--- config.mk ---
export PLATFORM = sky130hd
export DESIGN_NAME = sb_tx_arbiter
export DESIGN_NICKNAME = d
export VERILOG_FILES = /design/src/rtl/sb_pkg.sv /design/src/rtl/sb_rr_pick.sv /design/src/rtl/sb_tx_arbiter.sv
export SDC_FILE = /design/constraint.sdc
export NUM_CORES = 1
export LEC_CHECK = 0
export CAP_MARGIN = 20
export CORE_AREA = 2 2 133 135
export CTS_CLUSTER_DIAMETER = 40
export CTS_CLUSTER_SIZE = 28
export DETAILED_ROUTE_END_ITERATION = 10
export DIE_AREA = 0 0 135 137
export DONT_BUFFER_PORTS = 1
export SYNTH_ARGS = -nofsm -noshare
export SYNTH_HDL_FRONTEND = slang
export SYNTH_SLANG_ARGS = --single-unit
--- constraint.sdc ---
create_clock -name clk_800MHz -period 8.5 [get_ports clk_800MHz]
set_clock_uncertainty 0.05 [all_clocks]
set_input_delay 1.7 -clock clk_800MHz [delete_from_list [all_inputs] [get_ports clk_800MHz]]
set_output_delay 1.7 -clock clk_800MHz [all_outputs]
set_load 0.03 [all_outputs]
--- src/rtl/sb_pkg.sv ---
// sb_pkg: shared sideband packet constants and arbiter state encoding
package sb_pkg;
  localparam int SB_PKT_W      = 64;
  localparam int SB_PKT_CYCLES = 96;
  typedef enum logic [0:0] {ARB_IDLE, ARB_SEND} sb_arb_state_t;
endpackage

--- src/rtl/sb_rr_pick.sv ---
// sb_rr_pick: combinational round-robin winner search (SB_ARB_PRIO0_EN gives requester 0 strict priority)
module sb_rr_pick #(
  parameter int N_REQ = 4
) (
  input  logic [N_REQ-1:0]         req,
  input  logic [$clog2(N_REQ)-1:0] ptr,
  output logic [N_REQ-1:0]         gnt,
  output logic [$clog2(N_REQ)-1:0] idx,
  output logic                     any
);
  localparam int IW = $clog2(N_REQ);
  logic [N_REQ-1:0] cand;
  // search from ptr upward; walking the offsets backwards lets the nearest hit win
  always_comb begin
`ifdef SB_ARB_PRIO0_EN
    cand = req[0] ? N_REQ'(1) : req;
`else
    cand = req;
`endif
    gnt = '0;
    idx = '0;
    any = 1'b0;
    for (int k = N_REQ - 1; k >= 0; k--) begin
      if (cand[(int'(ptr) + k) % N_REQ]) begin
        idx = IW'((int'(ptr) + k) % N_REQ);
        any = 1'b1;
      end
    end
    gnt[idx] = any;
  end
endmodule

--- src/rtl/sb_tx_arbiter.sv ---
// sb_tx_arbiter: credit-paced arbiter sharing the sideband TX serializer (build option SB_ARB_PRIO0_EN)
module sb_tx_arbiter
  import sb_pkg::*;
#(
  parameter int N_REQ       = 4,
  parameter int TX_DEPTH    = 4,
  parameter int PKT_CYCLES  = SB_PKT_CYCLES,
  parameter int ACK_TIMEOUT = 16
) (
  input  logic                          clk_800MHz,
  input  logic                          reset,
  input  logic [N_REQ-1:0]              req_valid_i,
  input  logic [N_REQ*SB_PKT_W-1:0]     req_data_i,
  output logic [N_REQ-1:0]              req_ready_o,
  output logic [SB_PKT_W-1:0]           tx_data_o,
  output logic                          tx_valid_o,
  output logic                          tx_enable_o,
  input  logic                          tx_ack_i,
  output logic [$clog2(N_REQ)-1:0]      grant_id_o,
  output logic                          busy_o,
  output logic                          ack_timeout_o
);
  localparam int IW = $clog2(N_REQ);
  localparam int CW = $clog2(TX_DEPTH + 1);
  localparam int DW = $clog2(PKT_CYCLES);
  localparam int TW = $clog2(ACK_TIMEOUT + 1);
  sb_arb_state_t state, state_n;
  logic [CW-1:0] credits;
  logic [DW-1:0] drain_ctr;
  logic [TW-1:0] to_ctr;
  logic [IW-1:0] rr_ptr, win;
  logic [N_REQ-1:0] gnt;
  logic any, accept, sending, ack_done, timeout, ret, full;
  sb_rr_pick #(.N_REQ(N_REQ)) u_pick (
    .req (req_valid_i),
    .ptr (rr_ptr),
    .gnt (gnt),
    .idx (win),
    .any (any)
  );
  // next state and serializer handshake; a packet leaves on ack or after ACK_TIMEOUT silent cycles
  always_comb begin
    sending     = state == ARB_SEND;
    full        = credits == CW'(TX_DEPTH);
    accept      = !sending && credits != '0 && any;
    ack_done    = sending && tx_ack_i;
    timeout     = sending && !tx_ack_i && to_ctr == TW'(ACK_TIMEOUT - 1);
    ret         = !full && drain_ctr == DW'(PKT_CYCLES - 1);
    state_n     = accept ? ARB_SEND : (ack_done || timeout) ? ARB_IDLE : state;
    req_ready_o = accept ? gnt : '0;
    tx_valid_o  = sending;
    tx_enable_o = sending;
    busy_o      = sending;
  end
  // state register
  always_ff @(posedge clk_800MHz or posedge reset) begin
    if (reset) state <= ARB_IDLE;
    else       state <= state_n;
  end
  // packet latch, grant bookkeeping and ack watchdog
  always_ff @(posedge clk_800MHz or posedge reset) begin
    if (reset) begin
      tx_data_o     <= '0;
      grant_id_o    <= '0;
      rr_ptr        <= '0;
      to_ctr        <= '0;
      ack_timeout_o <= 1'b0;
    end else begin
      if (accept) begin
        tx_data_o  <= req_data_i[SB_PKT_W*int'(win) +: SB_PKT_W];
        grant_id_o <= win;
      end
      to_ctr <= sending ? to_ctr + TW'(1) : '0;
      if (ack_done || timeout)
        rr_ptr <= (grant_id_o == IW'(N_REQ - 1)) ? '0 : grant_id_o + IW'(1);
      if (timeout) ack_timeout_o <= 1'b1;
    end
  end
  // credit model of the serializer buffer: one credit drains every PKT_CYCLES while not full
  always_ff @(posedge clk_800MHz or posedge reset) begin
    if (reset) begin
      credits   <= CW'(TX_DEPTH);
      drain_ctr <= '0;
    end else begin
      if (ret && !ack_done)                         credits <= credits + CW'(1);
      else if (ack_done && !ret && credits != '0)   credits <= credits - CW'(1);
      drain_ctr <= (full || ret) ? '0 : drain_ctr + DW'(1);
    end
  end
endmodule

Word level (Yosys, flattened, before mapping)

Index checks and enable logic that the tools add are counted.

Multiplexer cells: 29
Reduce and logical (&&, ||, !) cells: 23
Add/subtract/negate cells: 8
Bitwise gates (word level): 4
Equality and inequality tests: 4
Multiply operators: 0
Divide/modulo/power cells: 0
$lt $le $gt $ge: 6
Shift-type cells: 1

Operator list:

| operator              | count |
|---|---|
| $shiftx A256 B9 Y64   | 1 |
| $mux W1               | 14 |
| $lt A3 B4 Y1 const B  | 3 |
| $logic_and A1 B1 Y1   | 10 |
| $mux W2               | 5 |
| $bmux W1 S2           | 4 |
| $add A7 B1 Y7 const B | 1 |
| $eq A7 B7 Y1 const B  | 1 |
| $mux W7               | 1 |
| $lt A2 B3 Y1 const B  | 2 |
| $mux W3               | 2 |
| $reduce_or A2 Y1      | 3 |
| $add A5 B1 Y5 const B | 1 |
| $eq A5 B4 Y1 const B  | 1 |
| $logic_not A1 Y1      | 5 |
| $mux W5               | 1 |
| $add A2 B1 Y2 const B | 2 |
| $add A2 B2 Y2 const B | 2 |
| $and A4 B4 Y4         | 1 |
| $mux W4               | 1 |
| $reduce_bool A2 Y1    | 2 |
| $add A3 B1 Y3 const B | 1 |
| $and A1 B1 Y1 const A | 3 |
| $eq A3 B3 Y1 const B  | 1 |
| other kinds (6)       | 7 |

Flip-flop bits (word level): 85
Word-level logic and storage cells: 83
Input port bits: 263
Bits in read-only memories: 0
Bits in latches: 0
Bits in writable memories: 0
Memories kept: 0

Longest topological paths before layout

Gate-level depths: netlist (run 1).

Word-level depth: 16
Gate-level depth with buffers: 8

Modules after synthesis

A second synthesis (run 1) with hierarchy kept.

Cell total of the unflattened synthesis: 346
Area, all modules: 5182.5 µm²

By module, submodules not included:

| module        | sequential area each (µm²) | instances | cells an instance | area each (µm²) |
|---|---|---|---|---|
| sb_tx_arbiter | 2128.3                     | 1         | 318               | 5006.1 |
| sb_rr_pick    | 0.0                        | 1         | 28                | 176.4 |

Least setup slack after synthesis (run 1)

Ideal clock, no wire load.

Path type: input to output
From: input req_valid_i[2]
To: output req_ready_o[1]
Stages: 7
Data required time: 6750 ps
Path slack: 3714 ps
Arrival time: 3036 ps
Cell sequence: nor2b_1 o21ai_0 o221ai_1 or2_1 clkbuf_2 clkbuf_1 nor2_1

Word-level cells in the longest chain between the ends: 13
Elaborated cells between the ends (all ways): 27
Those cells by class: order compare: 2; mux: 22; bitwise: 1; reduce/logical: 2

Ends and longest elaborated chain:

| what                                                                      | line                | source |
|---|---|---|
| start, declared                                                           | sb_tx_arbiter.sv:12 | `input logic [N_REQ-1:0] req_valid_i,` |
| $bmux W1 S2                                                               | sb_rr_pick.sv:24    | `if (cand[(int'(ptr) + k) % N_REQ]) begin` |
| $mux W1 (not written as such) (2 in series)                               | sb_rr_pick.sv:24    |  |
| $mux W2 (4 in series)                                                     | sb_rr_pick.sv:24    |  |
| $lt A2 B3 Y1 (not written as such) / $ge A2 B1 Y1 (equally long branches) | sb_rr_pick.sv:29    | `gnt[idx] = any;` |
| $logic_and A1 B1 Y1 (not written as such)                                 | sb_rr_pick.sv:29    |  |
| $mux W1 (not written as such)                                             | sb_rr_pick.sv:29    |  |
| $demux W1 S2                                                              | n/a                 |  |
| $and A4 B4 Y4 (no source line)                                            | n/a                 |  |
| $mux W4 *                                                                 | sb_tx_arbiter.sv:50 | `req_ready_o = accept ? gnt : '0;` |
| end, declared                                                             | sb_tx_arbiter.sv:14 | `output logic [N_REQ-1:0] req_ready_o,` |

Mark *: on every way between the ends. The rest lies on a longest branch, timed or not. The select of a mux whose other input is x is not followed.

Worst setup path after layout (run 1)

From: input req_valid_i[3]
To: output req_ready_o[0]

The elaborated chain is that of the path after synthesis.

==> results.cfg, run 1 <==
[status]
outcome = complete, no violations

[detailed_routing]
antenna_left = 0
vias = 3831
detail_route.wl_per_cell_um = 20.1
postRouteWirelength_um = 13600
routed_via_density = 5.64
dr.pass1.iters = 4
drc_errors = 0
drt_iter0_markers = 222

[critical_path]
r2r-end = tx_data_o[40]$_DFFE_PP0P_
crit_chain = o41ai_4 -> buf_4 -> nand2b_2 -> buf_4 -> nor2_1
reg2regPathDepth = 7
cp_slowest_cell = nand2b_2
end_kind = primary output
regToRegStartpoint = credits[0]$_DFFE_PP0P_
r2r_slack_ps = 5410
critPathRequiredTime_ps = 6750
cp_max_fo = 70
startpoint = req_valid_i[3]
crit_path_start_kind = input pin
cp_common_cell = buf_4
critPathMaxStageDelay_ps = 670
arrival_ps = 4140
worstSetupPathType = in -> out

[sta]
tightest_slew_ps = 903
finalCritPeriodShare_pct = 69.3
slew_viol_final = 0
period_needed_ps = 5890
hold_slack_ps = 405
fin_tns_setup_ps = 0
setup_ws_ps = 2610
final_hold_viol_count = 0
max_slew_margin_pct = 39.8
max_freq_mhz = 170
rsz0062_at_grt = false
finalSetupViolCount = 0

[pwr]
p_int_mw = 0.644
seqPwrFrac_pct = 46.5
powerDensity_nw_per_um2 = 159
p_leak_nw = 2.26
netSwitchingPower_mw = 0.226
finalPower_mw = 0.870
irDropWorstVdd_uv = 123
share_comb_of_total_power_pct = 8.7
pwr-share-clk_pct = 44.9
swShare_pct = 25.9

[synth]
synth_cells = 469
synth-edff-count = 0
synth_cell_types = 44
ys_warn_count = 0
synth_flop_cell = dfrtp_1
synth_nets = 737
syn_area_um2 = 5080
yosysSeqAreaShare_pct = 41.9
async_reset_ff_share_pct = 100
ys_ff_latch = 85
syn_area_per_cell_um2 = 10.8

[clock_network]
h-tree-depth = 3
cts_sinks = 85
cts_resized = 0
ctsLongestPathBuffers = 2
post-cts-setup-buffers = 0
path_clk_slew_ps = 70
cts_hold_buf = 0
root_buffer = clkbuf_16
cts_buffers = 9
cts_tree = built
clk_latency_ps = 350

[floorplan]
rows = 48
io_pins = 337
initial_core_util_pct = 29.8
dieWidth_um = 135
die-area_um2 = 18500
core_area_um2 = 17100
dieHeight_um = 137

[worst_hold_path]
hp-start = drain_ctr[0]$_DFF_PP0_
whs_endpoint = drain_ctr[0]$_DFF_PP0_
hold_class = reg -> reg
holdPathStages = 1

[cells_and_area]
drive_above_1_share_pct = 7.71
fin_cells = 679
fin_util_pct = 32.2
area_delta_synth_final_pct = 8.11
finalNetCount = 717
n_antenna_cell = 0
stdcell_area_um2 = 5490

[global_routing]
antenna_found_initial = 0
grt_pass1_wl_um = 19500
grt_pass1_vias = 3637
grt_overflow = 0
grt_usage_pct = 13.5
grt_max_degree = 86

[place]
numPortBuffers = 0
pre_cts_ws_ps = 2590
dpl.cell_count = 661
dp_hpwl_um = 10100
place_congestion = 0.824
dpl_cell_area_um2 = 5140

[flow_run]
max-cap-violations = 0
## cell usage after synthesis, types with 2 or more instances
library cell / instances / area [µm²]
nor2_1: 14 / 52.6
and3_1: 3 / 18.8
inv_1: 6 / 22.5
a21oi_1: 3 / 15.0
xnor2_1: 5 / 43.8
nor3_1: 3 / 15.0
nand2b_1: 4 / 25.0
buf_2: 7 / 35.0
o221ai_1: 66 / 578
clkbuf_1: 13 / 48.8
dfrtp_1: 84 / 2100
o21ai_0: 4 / 20.0
xor2_1: 3 / 26.3
ha_1: 4 / 50.1
buf_6: 14 / 158
mux2i_1: 128 / 1280
nand2_1: 69 / 259
buf_4: 2 / 15.0
buf_1: 3 / 11.3
nand3_1: 3 / 15.0
and2_1: 5 / 31.3
nor2b_1: 4 / 25.0
## area by class of cell
type,count,area [µm²]
repair buffers,9,108
clock buffers,9,225
flip-flops and latches,85,2130
fillers,1708,11600
clock inverters,7,65.1
multi-input cells,338,2660
inverters,6,23.8
well taps,225,282
## power by group through the flow
stage                     combinational, mW  clock, mW  sequential (mW)
after global placement               0.0711          0            0.412
after global routing                 0.0823      0.420            0.404
after CTS                            0.0741      0.405            0.404
after detailed placement             0.0743          0            0.412
after floorplan                      0.0655          0            0.412
final                                0.0756      0.390            0.404
## kinds of logic after synthesis
family	synth area share, %
AO/OA/AOI/OAI	14.2
XOR/XNOR	1.38
adder cells (fa/ha/maj)	1.38
buffers and inverters	5.82
flip-flops	41.9
multiplexers	25.5
AND/OR/NAND/NOR	9.79
## worst max-delay path: cells and delay by family
family / cells / cell delay, ps
AOI/OAI and AO/OA: 1 / 320
buffers and inverters: 2 / 1140
and+or+nand+nor: 2 / 920
## registers in the layout (all words and copies together) (netlist names)
signal         count
drain_ctr          7
grant_id_o         2
rr_ptr             2
to_ctr             5
ack_timeout_o      1
credits            3
busy_o             1
tx_data_o         64
## worst max path at each step
stage | slack (ps) | cells past startpoint | end
3_5_place_dp | 2590 | 5 | req_ready_o[0]
5_1_grt | 2430 | 5 | req_ready_o[0]
4_1_cts | 2590 | 5 | req_ready_o[0]
3_3_place_gp | 2700 | 5 | req_ready_o[0]
2_1_floorplan | 3710 | 7 | req_ready_o[1]
6_report | 2610 | 5 | req_ready_o[0]
## metal layers
metal  global-route usage (%)  wire length, µm  part of all wire (%)
met5                        0                0                     0
met3                     3.44             1070                   7.8
met2                     23.3             6970                    51
met1                     16.6             5420                    40
met4                     4.51              160                   1.2
## placed cells by master (no fill, tap or decap), drive strengths merged, types with 4 or more instances in the layout
cell / n
and2: 5
buf: 9
nor2b: 4
nor2: 14
nand2b: 4
o221ai: 66
dfrtp: 84
xnor2: 5
clkbuf: 9
inv: 9
nand2: 69
ha: 4
mux2i: 128
o21ai: 4
Power figures use the tool's default switching activity.
==> inputs of run 2 (changes only) <==
==> constraint.sdc (replaced) <==
create_clock -name clk_800MHz -period 4.9 [get_ports clk_800MHz]
set_clock_uncertainty 0.05 [all_clocks]
set_input_delay 0.98 -clock clk_800MHz [delete_from_list [all_inputs] [get_ports clk_800MHz]]
set_output_delay 0.98 -clock clk_800MHz [all_outputs]
set_load 0.03 [all_outputs]
==> run 2 against run 1 <==
  * Setup slack got worse by 1300 ps
  * Sequential cell count unchanged
  * Final area increased by 0.18%
  * Total power increased by 89%
  * Utilization increased by 0.059 points
  * Global-route usage increased by 0.92 points
  * Sequential share of layout area decreased by 0.071 points
  * Via count decreased by 0.26%
  * Count of clock-buffer cells in the layout unchanged
  * Combinational power increased by 67%
  * Routed wire length increased by 3.9%
  * Sequential power increased by 74%
  * Largest cell class unchanged
==> results.cfg, run 2 (synthesis results as in run 1) <==
[pwr]
p_leak_nw = 2.27
powerDensity_nw_per_um2 = 299
netSwitchingPower_mw = 0.379
pwr-share-clk_pct = 49.7
seqPwrFrac_pct = 42.6
finalPower_mw = 1.65
irDropWorstVdd_uv = 171
share_comb_of_total_power_pct = 7.7
swShare_pct = 23.0
p_int_mw = 1.27

[sta]
finalSetupViolCount = 0
setup_ws_ps = 1310
max_freq_mhz = 278
finalCritPeriodShare_pct = 73.4
max_slew_margin_pct = 25.5
tightest_slew_ps = 1120
slew_viol_final = 0
period_needed_ps = 3590
rsz0062_at_grt = false
final_hold_viol_count = 0
fin_tns_setup_ps = 0

[global_routing]
grt_max_degree = 71
grt_pass1_vias = 3913
grt_pass1_wl_um = 20700
grt_overflow = 0
antenna_found_initial = 0
grt_usage_pct = 14.4

[detailed_routing]
detail_route.wl_per_cell_um = 20.9
dr.pass1.iters = 4
drc_errors = 0
vias = 3821
postRouteWirelength_um = 14200
drt_iter0_markers = 176
routed_via_density = 5.64
antenna_left = 0

[cells_and_area]
n_antenna_cell = 0
regMostFlops = tx_data_o
largestRegisters = tx_data_o (64), drain_ctr (7), to_ctr (5)
largest_reg_flops = 64
layout_common_cells = mux2i_1 (128), dfrtp_1 (84), nand2_1 (69)
drive_above_1_share_pct = 7.30
layout_commonest_cell = mux2i_1
finalNetCount = 715
stdcell_area_um2 = 5500
area_delta_synth_final_pct = 8.31

[place]
dpl_cell_area_um2 = 5140
place_congestion = 0.761
dp_hpwl_um = 10500
numPortBuffers = 0
pre_cts_ws_ps = 1250

[clock_network]
cts_resized = 0
clk_latency_ps = 340
root_buffer = clkbuf_16
cts_buffers = 9
cts_hold_buf = 0
post-cts-setup-buffers = 0
path_clk_slew_ps = 60
cts_sinks = 85
ctsLongestPathBuffers = 2
h-tree-depth = 3
cts_tree = built

[status]
outcome = complete, no violations

[critical_path]
arrival_ps = 2560
crit_path_start_kind = input pin
worstSetupPathType = in -> out
startpoint = req_valid_i[1]
critPathRequiredTime_ps = 3870
cp_max_fo = 32
end_kind = primary output
reg2regPathDepth = 6
r2r_slack_ps = 2050
r2r-end = tx_data_o[37]$_DFFE_PP0P_
setup.worst_path.end = req_ready_o[0]
regToRegStartpoint = rr_ptr[0]$_DFFE_PP0P_

[floorplan]
rows = 48
initial_core_util_pct = 29.8
core_area_um2 = 17100
io_pins = 337
die-area_um2 = 18500
dieWidth_um = 135
dieHeight_um = 137

[flow_run]
max-cap-violations = 0

[worst_hold_path]
hold_class = reg -> reg
==> run 2: cell types whose count changed in the layout (fill, tap and decap cells not counted), sizes merged <==
cell	previous run	this run
clkinvlp	3	0
buf	9	7
inv	9	8
clkinv	1	2
bufinv	0	3
==> run 2: metal layers <==
layer	track usage, %	vias up	part of all wire, %
met5	0	-	0
met4	5.73	0	1.4
met3	3.41	16	7.3
met2	25.5	200	52
met1	17.0	1884	40
li1	-	1721	-
==> run 2: power groups by stage <==
stage / clock network (mW) / logic [mW] / registers [mW]
after floorplan: 0 / 0.114 / 0.715
after global placement: 0 / 0.123 / 0.715
after detailed placement: 0 / 0.129 / 0.715
after CTS: 0.842 / 0.128 / 0.701
after global routing: 0.874 / 0.139 / 0.701
final: 0.818 / 0.126 / 0.701
==> run 2: metrics by stage <==
stage | utilization (%) | hold slack (ps) | std cells
2_1_floorplan | - | 373 | 469
3_3_place_gp | 30.1 | 388 | 661
3_5_place_dp | 30.1 | 406 | 661
4_1_cts | 32.2 | 418 | 677
5_1_grt | 32.2 | 444 | 677
6_report | 32.2 | 412 | 677
==> run 2: worst min path at each step <==
stage | from | to | slack [ps] | depth (start not counted)
final | drain_ctr[0]$_DFF_PP0_ | drain_ctr[0]$_DFF_PP0_ | 410 | 1
after global routing | drain_ctr[0]$_DFF_PP0_ | drain_ctr[0]$_DFF_PP0_ | 440 | 1
after CTS | drain_ctr[0]$_DFF_PP0_ | drain_ctr[0]$_DFF_PP0_ | 420 | 1
after detailed placement | to_ctr[0]$_DFF_PP0_ | to_ctr[0]$_DFF_PP0_ | 410 | 1
after global placement | drain_ctr[0]$_DFF_PP0_ | drain_ctr[0]$_DFF_PP0_ | 390 | 1
after floorplan | drain_ctr[0]$_DFF_PP0_ | drain_ctr[0]$_DFF_PP0_ | 370 | 1
==> run 2: critical path, cell delays in order <==
cell and delay [ps]:
nand2b_1 140, a21boi_2 160, o221ai_1 230, nand2b_2 440, nor2_1 610
==> run 2: final cells by class <==
cell class	count	area [µm²]
multi-input cells	338	2660
clock inverters	7	130
flip-flops and latches	85	2130
inverters	6	23.8
clock buffers	9	225
well taps	225	282
repair buffers	7	52.6
fillers	1715	11600
==> inputs of run 3 (changes only) <==
==> constraint.sdc (replaced) <==
create_clock -name clk_800MHz -period 3.55 [get_ports clk_800MHz]
set_clock_uncertainty 0.05 [all_clocks]
set_input_delay 0.71 -clock clk_800MHz [delete_from_list [all_inputs] [get_ports clk_800MHz]]
set_output_delay 0.71 -clock clk_800MHz [all_outputs]
set_load 0.03 [all_outputs]
==> run 3 against run 2 <==
  * Utilization grew 0.10 points
  * Register-to-register slack lost 1100 ps
  * Critical path depth grew 1
  * Count of clock-buffer cells in the layout grew 1
  * Final area grew 0.32%
  * Final cell count grew 1.0%
==> results.cfg, run 3 (synthesis results as in run 1) <==
[status]
outcome = complete, no violations

[sta]
max_slew_margin_pct = 36.9
finalCritPeriodShare_pct = 77.7
fin_tns_setup_ps = 0
period_needed_ps = 2760
tightest_slew_ps = 946
max_freq_mhz = 362
slew_viol_final = 0
rsz0062_at_grt = false
finalSetupViolCount = 0
final_hold_viol_count = 0

[place]
dpl_cell_area_um2 = 5210
numPortBuffers = 0
place_congestion = 0.757
dp_hpwl_um = 10900
dpl.cell_count = 668

[global_routing]
antenna_found_initial = 0
grt.met3_usage_pct = 4.70
use_met2_pct = 25.1
grt_pass1_vias = 3927
grt_util_met1_pct = 16.8
grt_max_degree = 69
grt_pass1_wl_um = 20700
top_usage_layer = met2
grt_usage_pct = 14.5
grt_overflow = 0

[pwr]
finalPower_mw = 2.13
powerDensity_nw_per_um2 = 386
p_leak_nw = 2.29
irDropWorstVdd_uv = 202

[clock_network]
cts_tree = built
clk_latency_ps = 340
root_buffer = clkbuf_16
path_clk_slew_ps = 70
post-cts-setup-buffers = 0
cts_hold_buf = 0
cts_sinks = 85
cts_resized = 0
h-tree-depth = 3
cts_buffers = 9
ctsLongestPathBuffers = 2

[cells_and_area]
area_delta_synth_final_pct = 8.65
largest_reg_flops = 64
stdcell_area_um2 = 5520
layout_commonest_cell = mux2i_1
fin_cells = 684
n_antenna_cell = 0
largestRegisters = tx_data_o (64), drain_ctr (7), to_ctr (5)
drive_above_1_share_pct = 8.71
finalNetCount = 722
regMostFlops = tx_data_o
layout_common_cells = mux2i_1 (128), dfrtp_1 (84), nand2_1 (69)

[critical_path]
arrival_ps = 2000
end_kind = primary output
crit_chain = nor3_1 -> nor2_1 -> o41ai_4 -> or2_2 -> nor2_1 -> buf_4
cp_slowest_cell = dfstp_2
cpLargestDelayFamily = simple AND/OR/NAND/NOR gates
critPathRequiredTime_ps = 2790
critPathMaxStageDelay_ps = 570
cp_max_fo = 5
crit_path_start_kind = flop
worstSetupPathType = reg -> out
cp_common_cell = nor2_1
crit_buf_inv = 1

[floorplan]
dieWidth_um = 135
initial_core_util_pct = 29.8
dieHeight_um = 137
rows = 48
io_pins = 337
core_area_um2 = 17100
die-area_um2 = 18500

[detailed_routing]
dr.pass1.iters = 4
postRouteWirelength_um = 14300
antenna_left = 0
vias = 3866
drt_iter0_markers = 175
drc_errors = 0
detail_route.wl_per_cell_um = 20.8
routed_via_density = 5.65

[worst_hold_path]
hold_class = in -> async

[flow_run]
max-cap-violations = 0
## run 3: cell count changes in the layout (fill, tap and decap cells not counted), sizes merged
cell and delta:
clkbuf +1, buf +7, bufinv -2, clkinvlp +1
## run 3: path summary, 6_finish.rpt
check                                        from                  endpoint  slack (ps)  depth (start not counted)
max                        credits[2]$_DFFE_PP1P_            req_ready_o[1]         790                          6
min                                         reset       to_ctr[0]$_DFF_PP0_         300                          2
max reg2reg                drain_ctr[0]$_DFF_PP0_    credits[2]$_DFFE_PP1P_         940                          8
min reg2reg                drain_ctr[0]$_DFF_PP0_    drain_ctr[0]$_DFF_PP0_         400                          1
max in group asynchronous                   reset  tx_data_o[9]$_DFFE_PP0P_        2610                          2
min in group clk_800MHz    drain_ctr[0]$_DFF_PP0_    drain_ctr[0]$_DFF_PP0_         400                          1
## run 3: per-layer routing
| metal | wire [µm] | part of all wire [%] | up-vias |
|---|---|---|---|
| met5 | 0 | 0 | - |
| met4 | 275 | 1.9 | 0 |
| met3 | 1160 | 8.2 | 20 |
| met2 | 7280 | 51 | 203 |
| met1 | 5540 | 39 | 1914 |
| li1 | - | - | 1729 |
## run 3: per-stage QoR
| step | hold WS, ps | util, % | setup slack, ps |
|---|---|---|---|
| floorplan | 373 | - | 598 |
| global placement | 387 | 30.5 | 856 |
| detailed placement | 391 | 30.5 | 760 |
| CTS | 304 | 32.3 | 763 |
| global route | 317 | 32.3 | 695 |
| finish | 296 | 32.3 | 790 |
## run 3: report_power, final
| part | total (mW) | internal (mW) | leakage, nW | switching, mW |
|---|---|---|---|---|
| registers | 0.968 | 0.968 | 1.17 | 0 |
| clock network | 0.988 | 0.571 | 0.150 | 0.417 |
| logic | 0.174 | 0.0795 | 0.965 | 0.0942 |
| total | 2.13 | 1.62 | 2.29 | 0.511 |
## run 3: area by class of cell
cell class              count  area (µm²)
clock inverters             6        68.8
multi-input cells         338        2660
well taps                 225         282
fillers                  1750       11500
clock buffers              10         239
flip-flops and latches     85        2130
inverters                   6        23.8
repair buffers             14         118
